File: config.mk
export PLATFORM = sky130hd
export DESIGN_NAME = gaussian_filter_accel_udiv_32ns_16ns_seq
export DESIGN_NICKNAME = d
export VERILOG_FILES = /design/src/rtl/gaussian_filter_accel_pkg.sv /design/src/rtl/gaussian_filter_accel_udiv_step.sv /design/src/rtl/gaussian_filter_accel_udiv_32ns_16ns_seq.sv
export SDC_FILE = /design/constraint.sdc
export NUM_CORES = 1
export LEC_CHECK = 0
export ABC_AREA = 1
export CORE_ASPECT_RATIO = 1.75
export CORE_UTILIZATION = 25
export DETAILED_ROUTE_END_ITERATION = 8
export GPL_TIMING_DRIVEN = 0
export HOLD_SLACK_MARGIN = 0.12
export SLEW_MARGIN = 20
export SYNTH_ARGS = -nofsm -noshare
export SYNTH_HDL_FRONTEND = slang
export SYNTH_SLANG_ARGS = --single-unit
File: constraint.sdc
create_clock -name clk -period 5.9 [get_ports clk]
set_input_delay 0.59 -clock clk [delete_from_list [all_inputs] [get_ports clk]]
set_output_delay 0.59 -clock clk [all_outputs]
set_load 0.02 [all_outputs]
File: src/rtl/gaussian_filter_accel_pkg.sv
// Shared definitions for the Gaussian filter accelerator divider.
//   DIV_W / DVS_W : default dividend (quotient) and divisor (remainder) widths
//   CNT_W         : iteration counter width for the default dividend width
//   state_t       : divider control states
package gaussian_filter_accel_pkg;

  localparam int DIV_W = 32;
  localparam int DVS_W = 16;
  localparam int CNT_W = $clog2(DIV_W);

  typedef enum logic [1:0] {
    IDLE = 2'd0,
    CALC = 2'd1,
    DONE = 2'd2
  } state_t;

endpackage

File: src/rtl/gaussian_filter_accel_udiv_step.sv
// One combinational iteration of an unsigned restoring divider.
// Ports:
//   rem_i     : partial remainder entering the iteration (DIVISOR_W+1 bits)
//   bit_i     : next dividend bit, shifted into the remainder LSB
//   divisor_i : divisor
//   rem_o     : partial remainder after the trial subtraction
//   q_o       : quotient bit produced by this iteration
module gaussian_filter_accel_udiv_step
  import gaussian_filter_accel_pkg::*;
#(
  parameter int DIVISOR_W = DVS_W
) (
  input  logic [DIVISOR_W:0]   rem_i,
  input  logic                 bit_i,
  input  logic [DIVISOR_W-1:0] divisor_i,
  output logic [DIVISOR_W:0]   rem_o,
  output logic                 q_o
);

  localparam int RW = DIVISOR_W + 1;

  logic [DIVISOR_W+1:0] shifted;
  logic                 no_borrow;

  // The incoming remainder is always below the divisor, so after the shift
  // the result fits back into DIVISOR_W+1 bits whichever branch is taken.
  assign shifted   = {rem_i, bit_i};
  assign no_borrow = (shifted >= {2'b00, divisor_i});
  assign rem_o     = no_borrow ? RW'(shifted - {2'b00, divisor_i}) : RW'(shifted);
  assign q_o       = no_borrow;

endmodule

File: src/rtl/gaussian_filter_accel_udiv_32ns_16ns_seq.sv
// Sequential unsigned radix-2 restoring divider that normalises the Gaussian
// weighted sum by the kernel weight sum. One quotient bit per enabled cycle,
// optional half-up rounding with saturation, valid/ready on both sides.
// Ports:
//   clk, rst_n             : clock, asynchronous active-low reset
//   ce                     : clock enable; 0 freezes all state and both handshakes
//   in_valid / in_ready    : operand handshake (dividend, divisor)
//   out_valid / out_ready  : result handshake (quotient, remainder, div_by_zero)
module gaussian_filter_accel_udiv_32ns_16ns_seq
  import gaussian_filter_accel_pkg::*;
#(
  parameter int DIVIDEND_W = DIV_W,
  parameter int DIVISOR_W  = DVS_W,
  parameter bit ROUND      = 1'b0
) (
  input  logic                  clk,
  input  logic                  rst_n,
  input  logic                  ce,
  input  logic                  in_valid,
  output logic                  in_ready,
  input  logic [DIVIDEND_W-1:0] dividend,
  input  logic [DIVISOR_W-1:0]  divisor,
  output logic                  out_valid,
  input  logic                  out_ready,
  output logic [DIVIDEND_W-1:0] quotient,
  output logic [DIVISOR_W-1:0]  remainder,
  output logic                  div_by_zero
);

  localparam int CW = $clog2(DIVIDEND_W);

  // Control and result registers
  state_t                state_q;
  logic [CW-1:0]         cnt_q;
  logic                  in_ready_q;
  logic                  out_valid_q;
  logic [DIVIDEND_W-1:0] quo_q;
  logic [DIVISOR_W-1:0]  rem_q;
  logic                  dbz_q;

  // Working datapath: dvd_q shifts dividend bits out of its MSB while
  // quotient bits fill in from its LSB, so after DIVIDEND_W iterations it
  // holds the raw quotient.
  logic [DIVIDEND_W-1:0] dvd_q;
  logic [DIVIDEND_W-1:0] dvd_d;
  logic [DIVISOR_W-1:0]  dvs_q;
  logic [DIVISOR_W:0]    prem_q;
  logic [DIVISOR_W:0]    prem_d;
  logic                  qbit;

  logic                  in_xfer;
  logic                  out_xfer;

  // Half-up rounding of the final quotient; never wraps past all-ones.
  function automatic logic [DIVIDEND_W-1:0] round_quo(
    input logic [DIVIDEND_W-1:0] q,
    input logic [DIVISOR_W:0]    r,
    input logic [DIVISOR_W-1:0]  d
  );
    logic [DIVISOR_W+1:0] twice_r;
    twice_r = {r, 1'b0};
    if (ROUND && (twice_r >= {2'b00, d}) && !(&q)) begin
      return q + {{(DIVIDEND_W-1){1'b0}}, 1'b1};
    end
    return q;
  endfunction

  gaussian_filter_accel_udiv_step #(
    .DIVISOR_W (DIVISOR_W)
  ) u_step (
    .rem_i     (prem_q),
    .bit_i     (dvd_q[DIVIDEND_W-1]),
    .divisor_i (dvs_q),
    .rem_o     (prem_d),
    .q_o       (qbit)
  );

  assign dvd_d    = {dvd_q[DIVIDEND_W-2:0], qbit};
  assign in_xfer  = ce & in_valid & in_ready_q;
  assign out_xfer = ce & out_valid_q & out_ready;

  // Control FSM with registered handshake and result outputs
  always_ff @(posedge clk or negedge rst_n) begin
    if (!rst_n) begin
      state_q     <= IDLE;
      cnt_q       <= '0;
      in_ready_q  <= 1'b1;
      out_valid_q <= 1'b0;
      quo_q       <= '0;
      rem_q       <= '0;
      dbz_q       <= 1'b0;
    end else if (ce) begin
      unique case (state_q)
        IDLE: begin
          if (in_xfer) begin
            in_ready_q <= 1'b0;
            if (divisor == '0) begin
              // Divide-by-zero skips the iterations entirely.
              state_q     <= DONE;
              out_valid_q <= 1'b1;
              quo_q       <= '1;
              rem_q       <= dividend[DIVISOR_W-1:0];
              dbz_q       <= 1'b1;
            end else begin
              state_q <= CALC;
              cnt_q   <= CW'(DIVIDEND_W - 1);
            end
          end
        end
        CALC: begin
          if (cnt_q == '0) begin
            // Final iteration: results are taken straight from the step
            // outputs so no extra cycle is spent on rounding.
            state_q     <= DONE;
            out_valid_q <= 1'b1;
            quo_q       <= round_quo(dvd_d, prem_d, dvs_q);
            rem_q       <= DIVISOR_W'(prem_d);
            dbz_q       <= 1'b0;
          end else begin
            cnt_q <= cnt_q - CW'(1);
          end
        end
        DONE: begin
          if (out_xfer) begin
            state_q     <= IDLE;
            out_valid_q <= 1'b0;
            in_ready_q  <= 1'b1;
          end
        end
        default: begin
          state_q     <= IDLE;
          in_ready_q  <= 1'b1;
          out_valid_q <= 1'b0;
        end
      endcase
    end
  end

  // Iteration datapath; contents are only meaningful between load and DONE,
  // so it carries no reset.
  always_ff @(posedge clk) begin
    if (in_xfer) begin
      dvd_q  <= dividend;
      dvs_q  <= divisor;
      prem_q <= '0;
    end else if (ce && (state_q == CALC)) begin
      dvd_q  <= dvd_d;
      prem_q <= prem_d;
    end
  end

  assign in_ready    = in_ready_q;
  assign out_valid   = out_valid_q;
  assign quotient    = quo_q;
  assign remainder   = rem_q;
  assign div_by_zero = dbz_q;

endmodule

==> results of run 1 <==
[layout make-up]
class	instances	area [µm²]	share of cell area, %
inverters	95	357	4.17
clock inverters	15	186	2.18
repair buffers	105	1060	12.4
plain buffers	30	165	1.93
well taps	316	395	4.62
flip-flops and latches	123	3230	37.8
multi-input cells	564	2740	32.0
clock buffers	17	425	4.97
[stage by stage]
stage               setup slack, ns  total power [µW]  instance area, µm²
finish                         3.15              4920                8560
global route                   2.98              5290                8560
CTS                            3.12              4960                8560
detailed placement             2.70              3850                7940
global placement               2.25              3820                7920
floorplan                      3.52              2980                6490
[layout by cell type, fill, tap and decap left out, types with 3 or more instances in the layout]
| master | Yosys | layout |
|---|---|---|
| inv_1 | 91 | 91 |
| inv_6 | 0 | 5 |
| bufinv_16 | 0 | 3 |
| buf_6 | 4 | 4 |
| o21ai_0 | 57 | 57 |
| clkinvlp_4 | 0 | 3 |
| nand2_1 | 262 | 261 |
| nand3b_1 | 4 | 4 |
| nor2_1 | 60 | 60 |
| edfxtp_1 | 48 | 48 |
| clkdlybuf4s50_1 | 0 | 102 |
| nand3_1 | 72 | 72 |
| nand4_1 | 3 | 3 |
| nor2_2 | 4 | 4 |
| and2_1 | 4 | 4 |
| o21ai_2 | 3 | 3 |
| ha_1 | 18 | 18 |
| clkinv_4 | 0 | 3 |
| a31oi_1 | 3 | 3 |
| buf_2 | 5 | 5 |
| inv_2 | 3 | 3 |
| xor2_1 | 6 | 6 |
| dfxtp_1 | 17 | 17 |
| clkbuf_1 | 17 | 16 |
| dfrtp_1 | 57 | 57 |
| a21oi_1 | 30 | 30 |
| nor2_4 | 3 | 3 |
| o21a_1 | 12 | 12 |
| nand2_2 | 10 | 11 |
| clkbuf_16 | 0 | 17 |
[per-layer routing]
metal,vias up,part of all wire [%],track usage [%]
met5,-,0,0
met3,46,3.5,2.15
li1,2859,-,-
met4,0,4.6,8.80
met2,128,54,27.9
met1,2633,38,15.4
[where the power goes]
group          total (µW)  internal [µW]  switching [µW]
Sequential           1490           1280             219
Clock                1090            671             420
Combinational        2330            902            1430
[cell families after synthesis]
kind of cell / Yosys count / synth area share [%]
AND/OR/NAND/NOR: 430 / 28.2
buffers and inverters: 125 / 8.02
flip-flops: 123 / 49.8
AO/OA/AOI/OAI: 107 / 9.06
adder cells (fa/ha/maj): 19 / 3.78
XOR/XNOR: 8 / 1.08
[how the worst max path moves through the flow]
| stage | slack (ns) | endpoint |
|---|---|---|
| 2_1_floorplan | 3.52 | dvd_q[0]$_DFFE_PP_ |
| 3_3_place_gp | 2.25 | dvd_q[26]$_DFFE_PP_ |
| 3_5_place_dp | 2.70 | dvd_q[27]$_DFFE_PP_ |
| 4_1_cts | 3.12 | dvd_q[11]$_DFFE_PP_ |
| 5_1_grt | 2.98 | dvd_q[11]$_DFFE_PP_ |
| 6_report | 3.15 | dvd_q[11]$_DFFE_PP_ |
[worst max-delay path, cell delays in order]
cell and delay (ns):
clkdlybuf4s50_1 0.42, nand3_1 0.25, clkbuf_1 0.39, buf_1 0.47, nand2_2 0.59
[flip-flops by register name, indices dropped and copies added, names as in the netlist]
| signal | flops |
|---|---|
| out_valid | 1 |
| dvd_q | 32 |
| in_ready | 1 |
| cnt_q | 5 |
| div_by_zero | 1 |
| quotient | 32 |
| dvs_q | 16 |
| state_q | 2 |
| remainder | 16 |
| prem_q | 17 |
==> impl_metrics.py, run 1 <==
metrics = {
    "status": {
        "status": "completed",
    },
    "sta": {
        "fin_setup_tns_ns": 0,
        "finalSetupViolCount": 0,
        "max_clock_freq_mhz": 364,
        "clock_skew_ns": 0.00904,
        "period_needed_ns": 2.75,
        "holdWs_ns": 0.483,
        "rsz0062_at_grt": "false",
        "hold_viol": 0,
        "worstMarginPinSlew_ns": 0.788,
        "relSlewSlack_pct": 47.3,
        "fin_crit_sh_pct": 46.5,
        "slew_violations": 0,
    },
    "synthesis": {
        "ys.flop_type": "dfrtp_1",
        "synth_largest_area_cell": "edfxtp_1",
        "synth_area_leaders": "edfxtp_1, dfrtp_1, nand2_1, nand3_1, inv_1",
        "synth_commonest_cells": "nand2_1, inv_1, nand3_1",
        "syn_inst": 812,
        "async_flop_share_pct": 47.2,
        "synth_edf_count": 48,
        "postSynthAreaPerCell_um2": 7.99,
        "syn_nets": 884,
        "syn_area_um2": 6490,
        "yosys.area.top_type_share_pct": 22.2,
        "synth_cell_types": 40,
        "yosysMostFrequentCell": "nand2_1",
        "ys_warn_count": 0,
        "synth-seq-area-share_pct": 49.8,
        "synth_seq_cells": 123,
    },
    "pwr": {
        "leakage_uw": 0.00394,
        "powerDensity_nw_per_um2": 574,
        "peakVddDrop_uv": 238,
    },
    "floorplanning": {
        "initial_core_util_pct": 25.6,
        "core_region_area_um2": 25300,
        "ios": 104,
        "fp-row-count": 77,
        "chipHeight_um": 215,
        "die_area_um2": 26600,
        "die_w_um": 124,
    },
    "clock_network": {
        "cts_resized": 0,
        "post_cts_buffers": 0,
        "cts_tree": "done",
        "numCtsBuffers": 17,
        "cts_max_level": 4,
        "clk_latency_ns": 0.43,
        "cts_hold_buf": 1,
        "clockBufferDepth": 2,
        "root_buffer": "clkbuf_16",
        "path_clk_slew_ns": 0.06,
        "numClockSinks": 123,
    },
    "finish": {
        "n_antenna_cell": 0,
        "syn_to_final_growth_pct": 31.9,
        "nFillCells": 2646,
        "stdcell_count": 1265,
        "nets": 1008,
        "fin_util_pct": 33.8,
        "drive_gt1_share_pct": 7.90,
    },
    "routing": {
        "vias": 5666,
        "drt_iter0_markers": 424,
        "drtAntennaViolNets": 0,
        "drt_wl_total_um": 18800,
        "viasPerCell": 4.48,
        "firstDrtPassIters": 4,
        "drc": 0,
        "wire_per_inst_um": 14.9,
    },
    "critical_path": {
        "crit_path_end_kind": "flop",
        "r2r_slack_ns": 3.38,
        "arrival_ns": 2.73,
        "reg2reg_to": "dvd_q[11]$_DFFE_PP_",
        "required_ns": 5.88,
        "r2r_cells": 4,
        "crit_path_start_kind": "primary input",
        "r2r-start": "in_ready$_DFFE_PN1P_",
        "crit_fanout": 32,
        "crit_start": "ce",
        "worstSetupPathType": "primary input to flop",
    },
    "global_route": {
        "grt_pass1_vias": 5783,
        "grt_usage_pct": 15.0,
        "antenna_found_initial": 0,
        "grt_pass1_wl_um": 30000,
        "grt_max_degree": 40,
        "gr-total-overflow": 0,
    },
    "placement": {
        "dpl.hpwl_um": 15100,
        "io_buffers": 103,
        "gp_congestion": 0.878,
        "dp.cells": 1232,
    },
    "hold_path": {
        "hold_end": "quotient[3]$_DFFE_PN0P_",
        "holdPathStages": 2,
        "hold_class": "flop to flop",
        "hold_start": "quotient[3]$_DFFE_PN0P_",
    },
    "job": {
        "maxCapViolations": 0,
    },
}
Note: power is estimated with default switching activity, not from simulation.
==> run 2, diff against run 1 <==
==> constraint.sdc (replaced) <==
create_clock -name clk -period 2.62 [get_ports clk]
set_input_delay 0.262 -clock clk [delete_from_list [all_inputs] [get_ports clk]]
set_output_delay 0.262 -clock clk [all_outputs]
set_load 0.02 [all_outputs]
==> run 2 against run 1 <==
  * Clock power is 130% higher
  * Power rose by 130%
  * Final cell count stayed put
  * Critical path depth increased by 8
  * Core utilization is essentially flat
  * Register-to-register slack lost 3.1 ns
  * First-iteration DRC count down 2.6%
  * Sequential cell count did not move
  * Routed wire length rose by 0.11%
  * Non-clock buffer count is the same
  * Setup slack got worse by 2.9 ns
  * Critical path type is now flop to flop
  * Highest routed layer unchanged
==> impl_metrics.py, run 2 (synthesis results as in run 1) <==
metrics = {
    "status": {
        "status": "completed",
    },
    "hold_path": {
        "hold_class": "primary input to async pin",
    },
    "finish": {
        "n_antenna_cell": 0,
        "drive_gt1_share_pct": 7.90,
        "final_common_cell": "nand2_1",
        "nets": 1008,
        "stdcell_count": 1265,
        "final_cell_mix": "nand2_1, clkdlybuf4s50_1, inv_1",
        "nFillCells": 2647,
        "syn_to_final_growth_pct": 32.0,
    },
    "critical_path": {
        "arrival_ns": 2.69,
        "required_ns": 2.93,
        "crit_fanout": 10,
        "worstSetupPathType": "flop to flop",
        "max_stage_delay_ns": 0.45,
        "slowest_stage": "fa_1",
        "path_cells": "inv_1 -> ha_1 -> inv_1 -> fa_1 -> nand3_1 -> nand3_1 -> nand2_2 -> nand2_4 -> buf_8 -> nand2_2 -> nand3_1 -> nand2_1 -> nand2_1",
        "crit_path_end_kind": "flop",
        "r2r_slack_ns": 0.24,
        "crit_path_start_kind": "flop",
        "crit_top_cell": "nand3_1",
    },
    "placement": {
        "gp_congestion": 0.878,
        "io_buffers": 103,
        "dpl.hpwl_um": 15100,
        "dp.cells": 1232,
        "dp_slack_ns": -0.257,
    },
    "floorplanning": {
        "die_w_um": 124,
        "fp-row-count": 77,
        "die_area_um2": 26600,
        "chipHeight_um": 215,
        "ios": 104,
        "initial_core_util_pct": 25.6,
        "core_region_area_um2": 25300,
    },
    "sta": {
        "finalSetupViolCount": 0,
        "slew_violations": 0,
        "clock_skew_ns": 0.00867,
        "max_clock_freq_mhz": 420,
        "relSlewSlack_pct": 57.5,
        "fin_crit_sh_pct": 90.8,
        "rsz0062_at_grt": "false",
        "worstMarginPinSlew_ns": 0.638,
        "period_needed_ns": 2.38,
        "hold_viol": 0,
        "setup_ws_ns": 0.242,
    },
    "routing": {
        "drc": 0,
        "drt_wl_total_um": 18900,
        "firstDrtPassIters": 4,
        "drtAntennaViolNets": 0,
        "wire_per_inst_um": 14.9,
        "viasPerCell": 4.49,
        "vias": 5674,
        "drt_iter0_markers": 413,
    },
    "global_route": {
        "grtUsageMet1_pct": 15.4,
        "gr-total-overflow": 0,
        "gr-usage-met3_pct": 2.15,
        "grt_pass1_vias": 5783,
        "busiest_layer": "met2",
        "antenna_found_initial": 0,
        "grt_usage_pct": 15.0,
        "grt_max_degree": 40,
        "met2_usage_pct": 27.9,
        "grt_pass1_wl_um": 30000,
    },
    "clock_network": {
        "root_buffer": "clkbuf_16",
        "cts_max_level": 4,
        "path_clk_slew_ns": 0.06,
        "numClockSinks": 123,
        "clockBufferDepth": 2,
        "post_cts_buffers": 0,
        "numCtsBuffers": 17,
        "clk_latency_ns": 0.43,
        "cts_tree": "done",
    },
    "pwr": {
        "leakage_uw": 0.00395,
        "power_frac_clock_pct": 22.2,
        "p_seq_share_pct": 30.4,
        "p_sw_share_pct": 42.1,
        "peakVddDrop_uv": 536,
        "pwr-share-comb_pct": 47.5,
        "powerDensity_nw_per_um2": 1290,
        "p_int_uw": 6410,
        "p_sw_uw": 4670,
    },
    "job": {
        "maxCapViolations": 0,
    },
}
[run 2: cell counts in the layout (fill, tap and decap cells not counted)]
Identical to the previous run, type by type.
[run 2: worst paths after layout]
check | from | endpoint | cells after the start
min | rst_n | quotient[27]$_DFFE_PN0P_ | 2
min reg2reg | quotient[3]$_DFFE_PN0P_ | quotient[3]$_DFFE_PN0P_ | 2
max | dvd_q[31]$_DFFE_PP_ | remainder[8]$_DFFE_PN0P_ | 13
min in group clk | divisor[10] | dvs_q[10]$_DFFE_PP_ | 1
max in group asynchronous | rst_n | remainder[10]$_DFFE_PN0P_ | 3
max reg2reg | dvd_q[31]$_DFFE_PP_ | remainder[8]$_DFFE_PN0P_ | 13
[run 2: routing by layer]
metal  part of all wire (%)  up-vias
met1                     37     2630
met4                    4.5        0
li1                       -     2856
met3                    3.5       44
met2                     54      144
met5                      0        -
[run 2: critical path: cells and delay by family (launching register included)]
family | cells | cell delay [ns]
buffers and inverters | 3 | 0.34
adders and majority gates | 2 | 0.58
and+or+nand+nor | 8 | 0.94
DFF | 1 | 0.41
[run 2: cell type report]
class,instances,area [µm²],area share (%)
Sequential cell,123,3230,37.8
Inverter,95,357,4.16
Clock inverter,15,186,2.18
Buffer,30,165,1.93
Clock buffer,17,425,4.97
Timing Repair Buffer,105,1060,12.4
Tap cell,316,395,4.62
Multi-Input combinational cell,564,2740,32.0
[run 2: through the flow]
step	total power [µW]	setup TNS (ns)	utilization [%]	instance area, µm²	hold WS (ns)
6_report	11100	0	33.8	8570	0.274
5_1_grt	11900	0	33.8	8570	0.298
4_1_cts	11200	0	33.8	8560	0.272
3_5_place_dp	8680	-8.16	31.3	7940	0.177
3_3_place_gp	8590	-64.42	31.2	7920	0.465
2_1_floorplan	6700	0	-	6490	-0.0336
[run 2: timing repair]
item | CTS | global route
hold buffers | 1 | 0
endpoints found under the setup margin | 0 | 32
endpoints found under the hold margin | 58 | 0
gates resized for setup | 0 | 1
[run 2: power by group through the flow]
stage               clock network (µW)  logic, µW  registers (µW)
finish                            2460       5260            3360
global route                      2580       5890            3450
CTS                               2490       5310            3370
detailed placement                   0       5280            3400
global placement                     0       5200            3390
floorplan                            0       2970            3730
==> run 3, diff against run 2 <==
--- a/config.mk
+++ b/config.mk
@@ -11,6 +11,7 @@
 export DETAILED_ROUTE_END_ITERATION = 8
 export GPL_TIMING_DRIVEN = 0
 export HOLD_SLACK_MARGIN = 0.12
+export RECOVER_POWER = 50
 export SLEW_MARGIN = 20
 export SYNTH_ARGS = -nofsm -noshare
 export SYNTH_HDL_FRONTEND = slang
==> run 3 against run 2 <==
  * Die area unchanged
  * Combinational power down 3%
  * First-iteration DRC count up 1.9%
  * Clock skew up 0.00059 ns
  * Global-route usage unchanged
  * Critical path depth unchanged
  * Power down 1.7%
  * Sequential cell count unchanged
  * Clock power about the same
==> impl_metrics.py, run 3 (synthesis results as in run 1) <==
metrics = {
    "status": {
        "status": "completed",
    },
    "placement": {
        "dp_slack_ns": -0.257,
        "gp_congestion": 0.878,
        "io_buffers": 103,
        "dpl.hpwl_um": 15100,
    },
    "finish": {
        "nets": 1008,
        "syn_to_final_growth_pct": 31.7,
        "final_common_cell": "nand2_1",
        "final_cell_mix": "nand2_1, inv_1, nand3_1",
        "n_antenna_cell": 0,
        "drive_gt1_share_pct": 7.48,
        "nFillCells": 2653,
    },
    "global_route": {
        "grt_pass1_vias": 5783,
        "grt_usage_pct": 15.0,
        "gr-total-overflow": 0,
        "antenna_found_initial": 0,
        "grt_pass1_wl_um": 30000,
        "grt_max_degree": 40,
    },
    "routing": {
        "drc": 0,
        "wire_per_inst_um": 14.9,
        "drt_wl_total_um": 18800,
        "drtAntennaViolNets": 0,
        "vias": 5658,
        "drt_iter0_markers": 421,
        "viasPerCell": 4.47,
        "firstDrtPassIters": 4,
    },
    "critical_path": {
        "crit_start": "dvd_q[31]$_DFFE_PP_",
        "worstSetupPathType": "flop to flop",
        "r2r-start": "dvd_q[31]$_DFFE_PP_",
        "r2r_cells": 13,
        "required_ns": 2.93,
        "crit_top_cell": "nand3_1",
        "crit_fanout": 10,
        "path_buf_inv": 3,
        "reg2reg_to": "remainder[8]$_DFFE_PN0P_",
        "max_stage_delay_ns": 0.45,
        "crit_family": "simple AND/OR/NAND/NOR gates",
        "arrival_ns": 2.68,
        "crit_path_end_kind": "flop",
        "slowest_stage": "fa_1",
        "path_cells": "inv_1 -> ha_1 -> inv_1 -> fa_1 -> nand3_1 -> nand3_1 -> nand2_2 -> nand2_4 -> buf_8 -> nand2_2 -> nand3_1 -> nand2_1 -> nand2_1",
        "crit_end": "remainder[8]$_DFFE_PN0P_",
        "path_depth": 13,
        "crit_path_start_kind": "flop",
        "r2r_slack_ns": 0.25,
    },
    "floorplanning": {
        "die_area_um2": 26600,
        "chipHeight_um": 215,
        "initial_core_util_pct": 25.6,
        "fp-row-count": 77,
        "core_region_area_um2": 25300,
        "ios": 104,
        "die_w_um": 124,
    },
    "clock_network": {
        "clk_latency_ns": 0.42,
        "path_clk_slew_ns": 0.06,
        "numCtsBuffers": 17,
        "cts_tree": "done",
        "numClockSinks": 123,
        "root_buffer": "clkbuf_16",
        "cts_max_level": 4,
        "clockBufferDepth": 2,
    },
    "pwr": {
        "p_seq_share_pct": 30.7,
        "p_sw_share_pct": 42.6,
        "power_frac_clock_pct": 22.5,
        "leakage_uw": 0.00399,
        "p_sw_uw": 4640,
        "peakVddDrop_uv": 530,
        "p_int_uw": 6260,
        "powerDensity_nw_per_um2": 1270,
        "pwr-share-comb_pct": 46.8,
    },
    "sta": {
        "slew_violations": 0,
        "worstMarginPinSlew_ns": 1.27,
        "relSlewSlack_pct": 15.3,
        "period_needed_ns": 2.37,
        "finalSetupViolCount": 0,
        "hold_viol": 0,
        "fin_setup_tns_ns": 0,
        "fin_crit_sh_pct": 90.6,
        "max_clock_freq_mhz": 421,
        "clock_skew_ns": 0.00926,
        "holdWs_ns": 0.477,
        "setup_ws_ns": 0.246,
        "rsz0062_at_grt": "false",
    },
    "hold_path": {
        "hold_class": "flop to flop",
    },
    "job": {
        "maxCapViolations": 0,
    },
}
## run 3: metal layers
layer	share of wire [%]	wire length (µm)	track usage [%]
met2	54	10300	27.9
met1	38	7130	15.4
met5	0	0	0
met4	4.6	860	8.80
met3	3.2	598	2.15
## run 3: cell type report
type	instances	area (µm²)	share of cell area [%]
Buffer	30	165	1.93
Sequential cell	123	3230	37.8
Multi-Input combinational cell	564	2730	32.0
Inverter	95	357	4.17
Tap cell	316	395	4.62
Timing Repair Buffer	105	1050	12.3
Clock buffer	17	425	4.98
Clock inverter	15	186	2.18
## run 3: power by group through the flow
stage	clock network, µW	registers [µW]	logic (µW)
4_1_cts	2490	3370	5310
2_1_floorplan	0	3730	2970
3_5_place_dp	0	3400	5280
5_1_grt	2580	3440	5720
3_3_place_gp	0	3390	5200
6_report	2460	3340	5100
## run 3: tightest hold or removal path: stages, from the launching register on
cell and delay, ns:
dfrtp_1 0.34, nand2_1 0.05, o21ai_0 0.05
## run 3: worst min path at each step
stage / from / end / slack (ns) / depth (start not counted)
5_1_grt: dividend[26] / dvd_q[26]$_DFFE_PP_ / 0.49 / 3
2_1_floorplan: rst_n / cnt_q[0]$_DFFE_PN0P_ / -0.03 / 0
4_1_cts: rst_n / quotient[27]$_DFFE_PN0P_ / 0.27 / 2
3_3_place_gp: cnt_q[0]$_DFFE_PN0P_ / cnt_q[0]$_DFFE_PN0P_ / 0.46 / 2
6_report: quotient[3]$_DFFE_PN0P_ / quotient[3]$_DFFE_PN0P_ / 0.48 / 2
3_5_place_dp: rst_n / quotient[27]$_DFFE_PN0P_ / 0.18 / 1
## run 3: stage by stage
step	utilization, %	power, µW	cells	cell area [µm²]
after global placement	31.2	8590	1231	7920
after floorplan	-	6700	812	6490
after detailed placement	31.3	8680	1232	7940
after global routing	33.7	11700	1265	8550
final	33.7	10900	1265	8550
after CTS	33.8	11200	1265	8560
## run 3: timing repair
action,in CTS,in global routing
endpoints found under the hold margin,58,0
resized for setup,0,1
setup endpoints to repair,0,32
buffers inserted,0,0
hold buffers,1,0
